==> config.mk <==
export PLATFORM = sky130hd
export DESIGN_NAME = key_debouncer_flat
export DESIGN_NICKNAME = d
export VERILOG_FILES = /design/src/rtl/key_debouncer_if.sv /design/src/rtl/key_debouncer.sv /design/src/flat_wrapper.sv
export SDC_FILE = /design/constraint.sdc
export NUM_CORES = 1
export LEC_CHECK = 0
export ABC_AREA = 0
export CORE_ASPECT_RATIO = 0.5
export CORE_MARGIN = 4
export CORE_UTILIZATION = 63
export DETAILED_ROUTE_END_ITERATION = 10
export PLACE_DENSITY = 0.8
export SYNTH_ARGS = -nofsm -noshare
export SYNTH_HDL_FRONTEND = slang
export SYNTH_SLANG_ARGS = --single-unit
==> constraint.sdc <==
create_clock -name clk -period 3.3 [get_ports clk]
set_clock_uncertainty 0.1 [all_clocks]
set_input_delay 0.825 -clock clk [delete_from_list [all_inputs] [get_ports clk]]
set_output_delay 0.825 -clock clk [all_outputs]
set_load 0.01 [all_outputs]
==> src/rtl/key_debouncer_if.sv <==
// Key debouncer signal bundle: raw button pins in, debounced level and strobes out.
interface key_debouncer_if #(
  parameter int NKEYS = 4
);
  logic [NKEYS-1:0] keys_raw;
  logic [NKEYS-1:0] keys_db;
  logic [NKEYS-1:0] key_press;
  logic [NKEYS-1:0] key_release;
  logic [NKEYS-1:0] key_repeat;

  modport master (
    output keys_raw,
    input  keys_db, key_press, key_release, key_repeat
  );

  modport slave (
    input  keys_raw,
    output keys_db, key_press, key_release, key_repeat
  );
endinterface

==> src/rtl/key_debouncer.sv <==
// Per-key 2-FF synchronizer plus debounce FSM with press/release/auto-repeat strobes.
//   state       | meaning
//   RELEASED    | key stable released, keys_db=0
//   PRESS_CHK   | key seen pressed, counting stable cycles before accepting
//   PRESSED     | key stable pressed, keys_db=1, repeat timer running
//   RELEASE_CHK | key seen released, counting stable cycles before accepting
module key_debouncer #(
  parameter int NKEYS      = 4,
  parameter bit ACTIVE_LOW = 1'b1,
  parameter int DB_CYCLES  = 250000,
  parameter bit REP_EN     = 1'b1,
  parameter int REP_DELAY  = 25000000,
  parameter int REP_PERIOD = 5000000
) (
  input  logic           clk,
  input  logic           reset,
  key_debouncer_if.slave kif
);

  localparam int CW      = $clog2(DB_CYCLES);
  localparam int REP_MAX = (REP_DELAY > REP_PERIOD) ? REP_DELAY : REP_PERIOD;
  localparam int RW      = $clog2(REP_MAX + 1);

  localparam logic [CW-1:0] DB_LAST         = CW'(DB_CYCLES - 1);
  localparam logic [RW-1:0] REP_DELAY_LAST  = RW'(REP_DELAY - 1);
  localparam logic [RW-1:0] REP_PERIOD_LAST = RW'(REP_PERIOD - 1);

  typedef enum logic [1:0] {
    RELEASED    = 2'd0,
    PRESS_CHK   = 2'd1,
    PRESSED     = 2'd2,
    RELEASE_CHK = 2'd3
  } db_state_e;

  logic [NKEYS-1:0] pressed_raw;
  logic [NKEYS-1:0] s1_q, s1_d, s2_q, s2_d;
  logic [NKEYS-1:0] db_q, db_d;
  logic [NKEYS-1:0] press_q, press_d;
  logic [NKEYS-1:0] release_q, release_d;
  logic [NKEYS-1:0] repeat_q, repeat_d;
  logic [NKEYS-1:0] rep_first_q, rep_first_d;

  db_state_e     state_q [NKEYS];
  db_state_e     state_d [NKEYS];
  logic [CW-1:0] cnt_q   [NKEYS];
  logic [CW-1:0] cnt_d   [NKEYS];
  logic [RW-1:0] rep_q   [NKEYS];
  logic [RW-1:0] rep_d   [NKEYS];

  assign pressed_raw = ACTIVE_LOW ? ~kif.keys_raw : kif.keys_raw;

  always_ff @(posedge clk or negedge reset) begin
    if (!reset) begin
      s1_q        <= '0;
      s2_q        <= '0;
      db_q        <= '0;
      press_q     <= '0;
      release_q   <= '0;
      repeat_q    <= '0;
      rep_first_q <= '1;
      for (int k = 0; k < NKEYS; k++) begin
        state_q[k] <= RELEASED;
        cnt_q[k]   <= '0;
        rep_q[k]   <= '0;
      end
    end else begin
      s1_q        <= s1_d;
      s2_q        <= s2_d;
      db_q        <= db_d;
      press_q     <= press_d;
      release_q   <= release_d;
      repeat_q    <= repeat_d;
      rep_first_q <= rep_first_d;
      for (int k = 0; k < NKEYS; k++) begin
        state_q[k] <= state_d[k];
        cnt_q[k]   <= cnt_d[k];
        rep_q[k]   <= rep_d[k];
      end
    end
  end

  always_comb begin
    s1_d        = pressed_raw;
    s2_d        = s1_q;
    db_d        = db_q;
    press_d     = '0;
    release_d   = '0;
    repeat_d    = '0;
    rep_first_d = rep_first_q;
    for (int k = 0; k < NKEYS; k++) begin
      state_d[k] = state_q[k];
      cnt_d[k]   = cnt_q[k];
      rep_d[k]   = rep_q[k];

      case (state_q[k])
        RELEASED: begin
          if (s2_q[k]) begin
            state_d[k] = PRESS_CHK;
            cnt_d[k]   = '0;
          end
        end
        PRESS_CHK: begin
          if (!s2_q[k]) begin
            state_d[k] = RELEASED;
            cnt_d[k]   = '0;
          end else if (cnt_q[k] == DB_LAST) begin
            state_d[k]     = PRESSED;
            db_d[k]        = 1'b1;
            press_d[k]     = 1'b1;
            rep_d[k]       = '0;
            rep_first_d[k] = 1'b1;
          end else begin
            cnt_d[k] = cnt_q[k] + 1'b1;
          end
        end
        PRESSED: begin
          if (!s2_q[k]) begin
            state_d[k] = RELEASE_CHK;
            cnt_d[k]   = '0;
          end
        end
        RELEASE_CHK: begin
          if (s2_q[k]) begin
            state_d[k] = PRESSED;
          end else if (cnt_q[k] == DB_LAST) begin
            state_d[k]     = RELEASED;
            db_d[k]        = 1'b0;
            release_d[k]   = 1'b1;
            rep_d[k]       = '0;
            rep_first_d[k] = 1'b1;
          end else begin
            cnt_d[k] = cnt_q[k] + 1'b1;
          end
        end
        default: begin
          state_d[k] = RELEASED;
          cnt_d[k]   = '0;
        end
      endcase

      // Repeat timer runs while held; the release edge wins so strobes never overlap.
      if ((state_q[k] == PRESSED || state_q[k] == RELEASE_CHK) && !release_d[k]) begin
        if (rep_q[k] == (rep_first_q[k] ? REP_DELAY_LAST : REP_PERIOD_LAST)) begin
          rep_d[k]       = '0;
          rep_first_d[k] = 1'b0;
          repeat_d[k]    = REP_EN;
        end else begin
          rep_d[k] = rep_q[k] + 1'b1;
        end
      end
    end
  end

  assign kif.keys_db     = db_q;
  assign kif.key_press   = press_q;
  assign kif.key_release = release_q;
  assign kif.key_repeat  = repeat_q;

endmodule

==> src/flat_wrapper.sv <==
// flat-port wrapper written by rule: the top's interface ports become plain ports
module key_debouncer_flat 
#(
  parameter int NKEYS      = 4,
  parameter bit ACTIVE_LOW = 1'b1,
  parameter int DB_CYCLES  = 250000,
  parameter bit REP_EN     = 1'b1,
  parameter int REP_DELAY  = 25000000,
  parameter int REP_PERIOD = 5000000
)
  (clk, reset, kif_keys_raw, kif_keys_db, kif_key_press, kif_key_release, kif_key_repeat);
  key_debouncer_if #(.NKEYS(NKEYS)) kif_i ();
  input  logic clk;
  input  logic reset;
  input wire logic [$bits(kif_i.keys_raw)-1:0] kif_keys_raw;
  output wire logic [$bits(kif_i.keys_db)-1:0] kif_keys_db;
  output wire logic [$bits(kif_i.key_press)-1:0] kif_key_press;
  output wire logic [$bits(kif_i.key_release)-1:0] kif_key_release;
  output wire logic [$bits(kif_i.key_repeat)-1:0] kif_key_repeat;
  assign kif_i.keys_raw = kif_keys_raw;
  assign kif_keys_db = kif_i.keys_db;
  assign kif_key_press = kif_i.key_press;
  assign kif_key_release = kif_i.key_release;
  assign kif_key_repeat = kif_i.key_repeat;
  key_debouncer #(.NKEYS(NKEYS), .ACTIVE_LOW(ACTIVE_LOW), .DB_CYCLES(DB_CYCLES), .REP_EN(REP_EN), .REP_DELAY(REP_DELAY), .REP_PERIOD(REP_PERIOD)) u_core (.clk(clk), .reset(reset), .kif(kif_i));
endmodule
==> results_dict.tcl <==
set metrics [dict create \
    finalWirelength_um 27600 \
    synth_cells 1324 \
    synth_enable_flop_cells 0 \
    arrival_ns 3.24 \
    fillers 1348 \
    grt_start_max_net_pins 78 \
    drc_errors 0 \
    synth-simple-area-share 0.279 \
    peakVddDrop_v 0.000344 \
    core-area_um2 18400 \
    place.gp.congestion 0.907 \
    cts_tree "built" \
    synth-compound-area-share 0.209 \
    die_area_um2 21200 \
    timing.final.crit_share 0.909 \
    synth_fa_ha_area_frac 0.00844 \
    cts_buffers 20 \
    relSlewSlack 0.216 \
    cp_max_fo 17 \
    die_w_um 202 \
    antenna_found_initial 0 \
    yosys_warnings 0 \
    synth_ff_type "dfrtp_1" \
    drv_slew 0 \
    clk_latency_ns 0.50 \
    area.sequential_um2 5210 \
    cts-root-buf "clkbuf_16" \
    area_growth_pct 10.4 \
    cts_hold_buf 0 \
    cts.sinks 208 \
    synthArstFlopShare 1.00 \
    cts.htree.levels 1 \
    leakagePower_nw 5.15 \
    rr_worst_depth 5 \
    yosys.area_share.xor_xnor 0.0236 \
    io_pins 22 \
    port_buffers 21 \
    totalPowerFinal_mw 5.16 \
    antenna_cells 0 \
    dp_cells 1567 \
    drive_gt1_frac 0.0737 \
    synth_area_per_cell_um2 8.96 \
    max_freq_ghz 0.334 \
    cts_buffer_depth 3 \
    start_util 0.644 \
    min_path_type "in -> async" \
    fin_tns_setup_ns 0 \
    hold_viol_final 0 \
    powerDensity_nw_per_um2 394 \
    worst_ep_required_time_ns 3.54 \
    detailed_place_hpwl_um 18300 \
    grt_pass1_vias 10400 \
    firstDrtPassIters 6 \
    netlist_area_um2 11900 \
    ant_nets 0 \
    fin_crit_ns 3.00 \
    dieHeight_um 105 \
    pre_cts_slack_ns 0.376 \
    worstSetupStartpoint "u_core.cnt_q[40]" \
    cts-resized-gates 0 \
    crit_type "reg -> reg" \
    wl_per_cell_um 17.2 \
    drtIter0Drc 627 \
    cp-end-kind "flop" \
    yosysSeqAreaShare 0.439 \
    gr-total-overflow 0 \
    syn-num-nets 1338 \
    multi_input_area_um2 6320 \
    final_cells 1602 \
    start_kind "flop" \
    setup_ws_ns 0.302 \
    ys_ff_latch 208 \
    via_count 10800 \
    grt.total_usage 0.260 \
    post_cts_buffers 0 \
    synthMuxAreaShare 0.00886 \
    outcome "finished, final reports clean" \
    synth_cell_types 79 \
    fp-row-count 35 \
    clkTransAtPathRegs_ns 0.07 \
    drv_cap 0 \
    grt_setup_unrepaired "no" \
    viasPerCell 6.71 \
    grt_pass1_wl_um 48300 \
    synth_top_family_by_area "simple AND/OR/NAND/NOR gates" \
    final_nets 1344 \
    timing.rr.start "u_core.cnt_q[40]" \
    finalSetupViolCount 0 \
    tightest_slew_ns 1.17 \
]
-- area by class of cell --
type,instances,area share
multi-input combinational,1017,0.482
sequential,208,0.398
clock buffer,31,0.0476
timing repair buffer,50,0.0349
tap,259,0.0247
inverter,33,0.00945
clock inverter,4,0.00363
-- cell usage in the layout, fill, tap and decap left out, types with 7 or more instances in the layout --
| cell type | count |
|---|---|
| dfrtp_1 | 204 |
| nand2_1 | 128 |
| nor2_1 | 87 |
| a21oi_1 | 78 |
| nand3_1 | 69 |
| o21ai_0 | 68 |
| or3_1 | 52 |
| nor3_1 | 45 |
| nand4_1 | 42 |
| inv_1 | 32 |
| o31ai_1 | 32 |
| and3_1 | 30 |
| or4_1 | 28 |
| buf_4 | 27 |
| a31oi_1 | 24 |
| and2_1 | 22 |
| xor2_1 | 21 |
| a22o_1 | 21 |
| clkbuf_16 | 21 |
| clkdlybuf4s50_1 | 20 |
| nor4_1 | 18 |
| o211ai_1 | 16 |
| nor3b_1 | 14 |
| o21a_1 | 12 |
| and4_1 | 11 |
| xnor2_1 | 11 |
| nor2b_1 | 10 |
| o2111ai_1 | 10 |
| o311ai_0 | 9 |
| nand2b_1 | 8 |
| or2_2 | 8 |
| ha_1 | 8 |
| nand4b_1 | 7 |
| a31o_2 | 7 |
-- where the power goes --
| part | total (mW) | switching [mW] | internal [mW] |
|---|---|---|---|
| Clock | 2.36 | 0.981 | 1.38 |
| Sequential | 2.62 | 0.0442 | 2.58 |
| Combinational | 0.185 | 0.127 | 0.0582 |
-- state kept, by name (all words and copies together), names as in the netlist, named ones only --
register and count:
u_core.kif.key_release 4, u_core.cnt_q 72, u_core.rep_q 100, u_core.kif.key_press 4, u_core.s1_q 4, u_core.s2_q 4
u_core.kif.key_repeat 4, u_core.rep_first_q 4, u_core.state_q 4, u_core.kif.keys_db 4
-- kinds of logic after synthesis --
kind of cell               Yosys count
DFF                                208
and+or+nand+nor                    606
buffers and inverters               99
xor gates and xnor gates            32
AOI/OAI and AO/OA                  361
adders and majority gates            8
muxes                               10
-- through the flow --
stage / cell area [um2] / utilization / hold WS [ns]
after floorplan: 11900 / - / 0.231
after CTS: 13100 / 0.711 / 0.219
after global routing: 13100 / 0.711 / 0.249
after global placement: 12400 / 0.674 / 0.233
after detailed placement: 12400 / 0.674 / 0.238
final: 13100 / 0.711 / 0.210
-- path summary, 6_finish.rpt --
| path | to | slack (ns) |
|---|---|---|
| setup / recovery | u_core.rep_q[59] | 0.30 |
| hold / removal | u_core.cnt_q[59] | 0.21 |
| setup reg to reg | u_core.rep_q[59] | 0.30 |
| hold reg to reg | u_core.s2_q[3] | 0.25 |
| max in group asynchronous | u_core.rep_first_q[1] | 2.12 |
| min in group clk | u_core.s2_q[3] | 0.25 |
-- worst max-delay path, stage by stage, from the launching register on --
cell and delay, ns:
dfrtp_1 0.44, or4b_2 0.70, or2_1 0.27, o41a_1 0.64, nand2_1 0.45, o311ai_0 0.22
-- cells in the mapped netlist, types with 10 or more instances --
master / n / area [um2]
and3_1: 30 / 188
nand4_1: 42 / 263
nand3_1: 69 / 345
xnor2_1: 11 / 96.3
and4_1: 11 / 96.3
and2_1: 22 / 138
o21ai_0: 69 / 345
o21a_1: 12 / 90.1
xor2_1: 21 / 184
a31oi_1: 25 / 156
o2111ai_1: 10 / 87.6
or4_1: 28 / 210
dfrtp_1: 204 / 5100
clkbuf_1: 54 / 203
o211ai_1: 16 / 120
a21oi_1: 78 / 390
nor2_1: 87 / 327
nor4_1: 18 / 113
inv_1: 32 / 120
o31ai_1: 32 / 240
nand2_1: 128 / 480
a22o_1: 21 / 184
nor3b_1: 14 / 105
nor2b_1: 10 / 62.6
nor3_1: 45 / 225
or3_1: 52 / 325
-- per-layer routing --
metal | track usage | vias to the layer above | routed length (um)
met1 | 0.353 | 5302 | 12200
met3 | 0.0363 | 48 | 1410
met5 | 0 | - | 0
li1 | - | 5079 | -
met4 | 0.0774 | 0 | 450
met2 | 0.442 | 322 | 13500
Note: power is estimated with default switching activity, not from simulation.
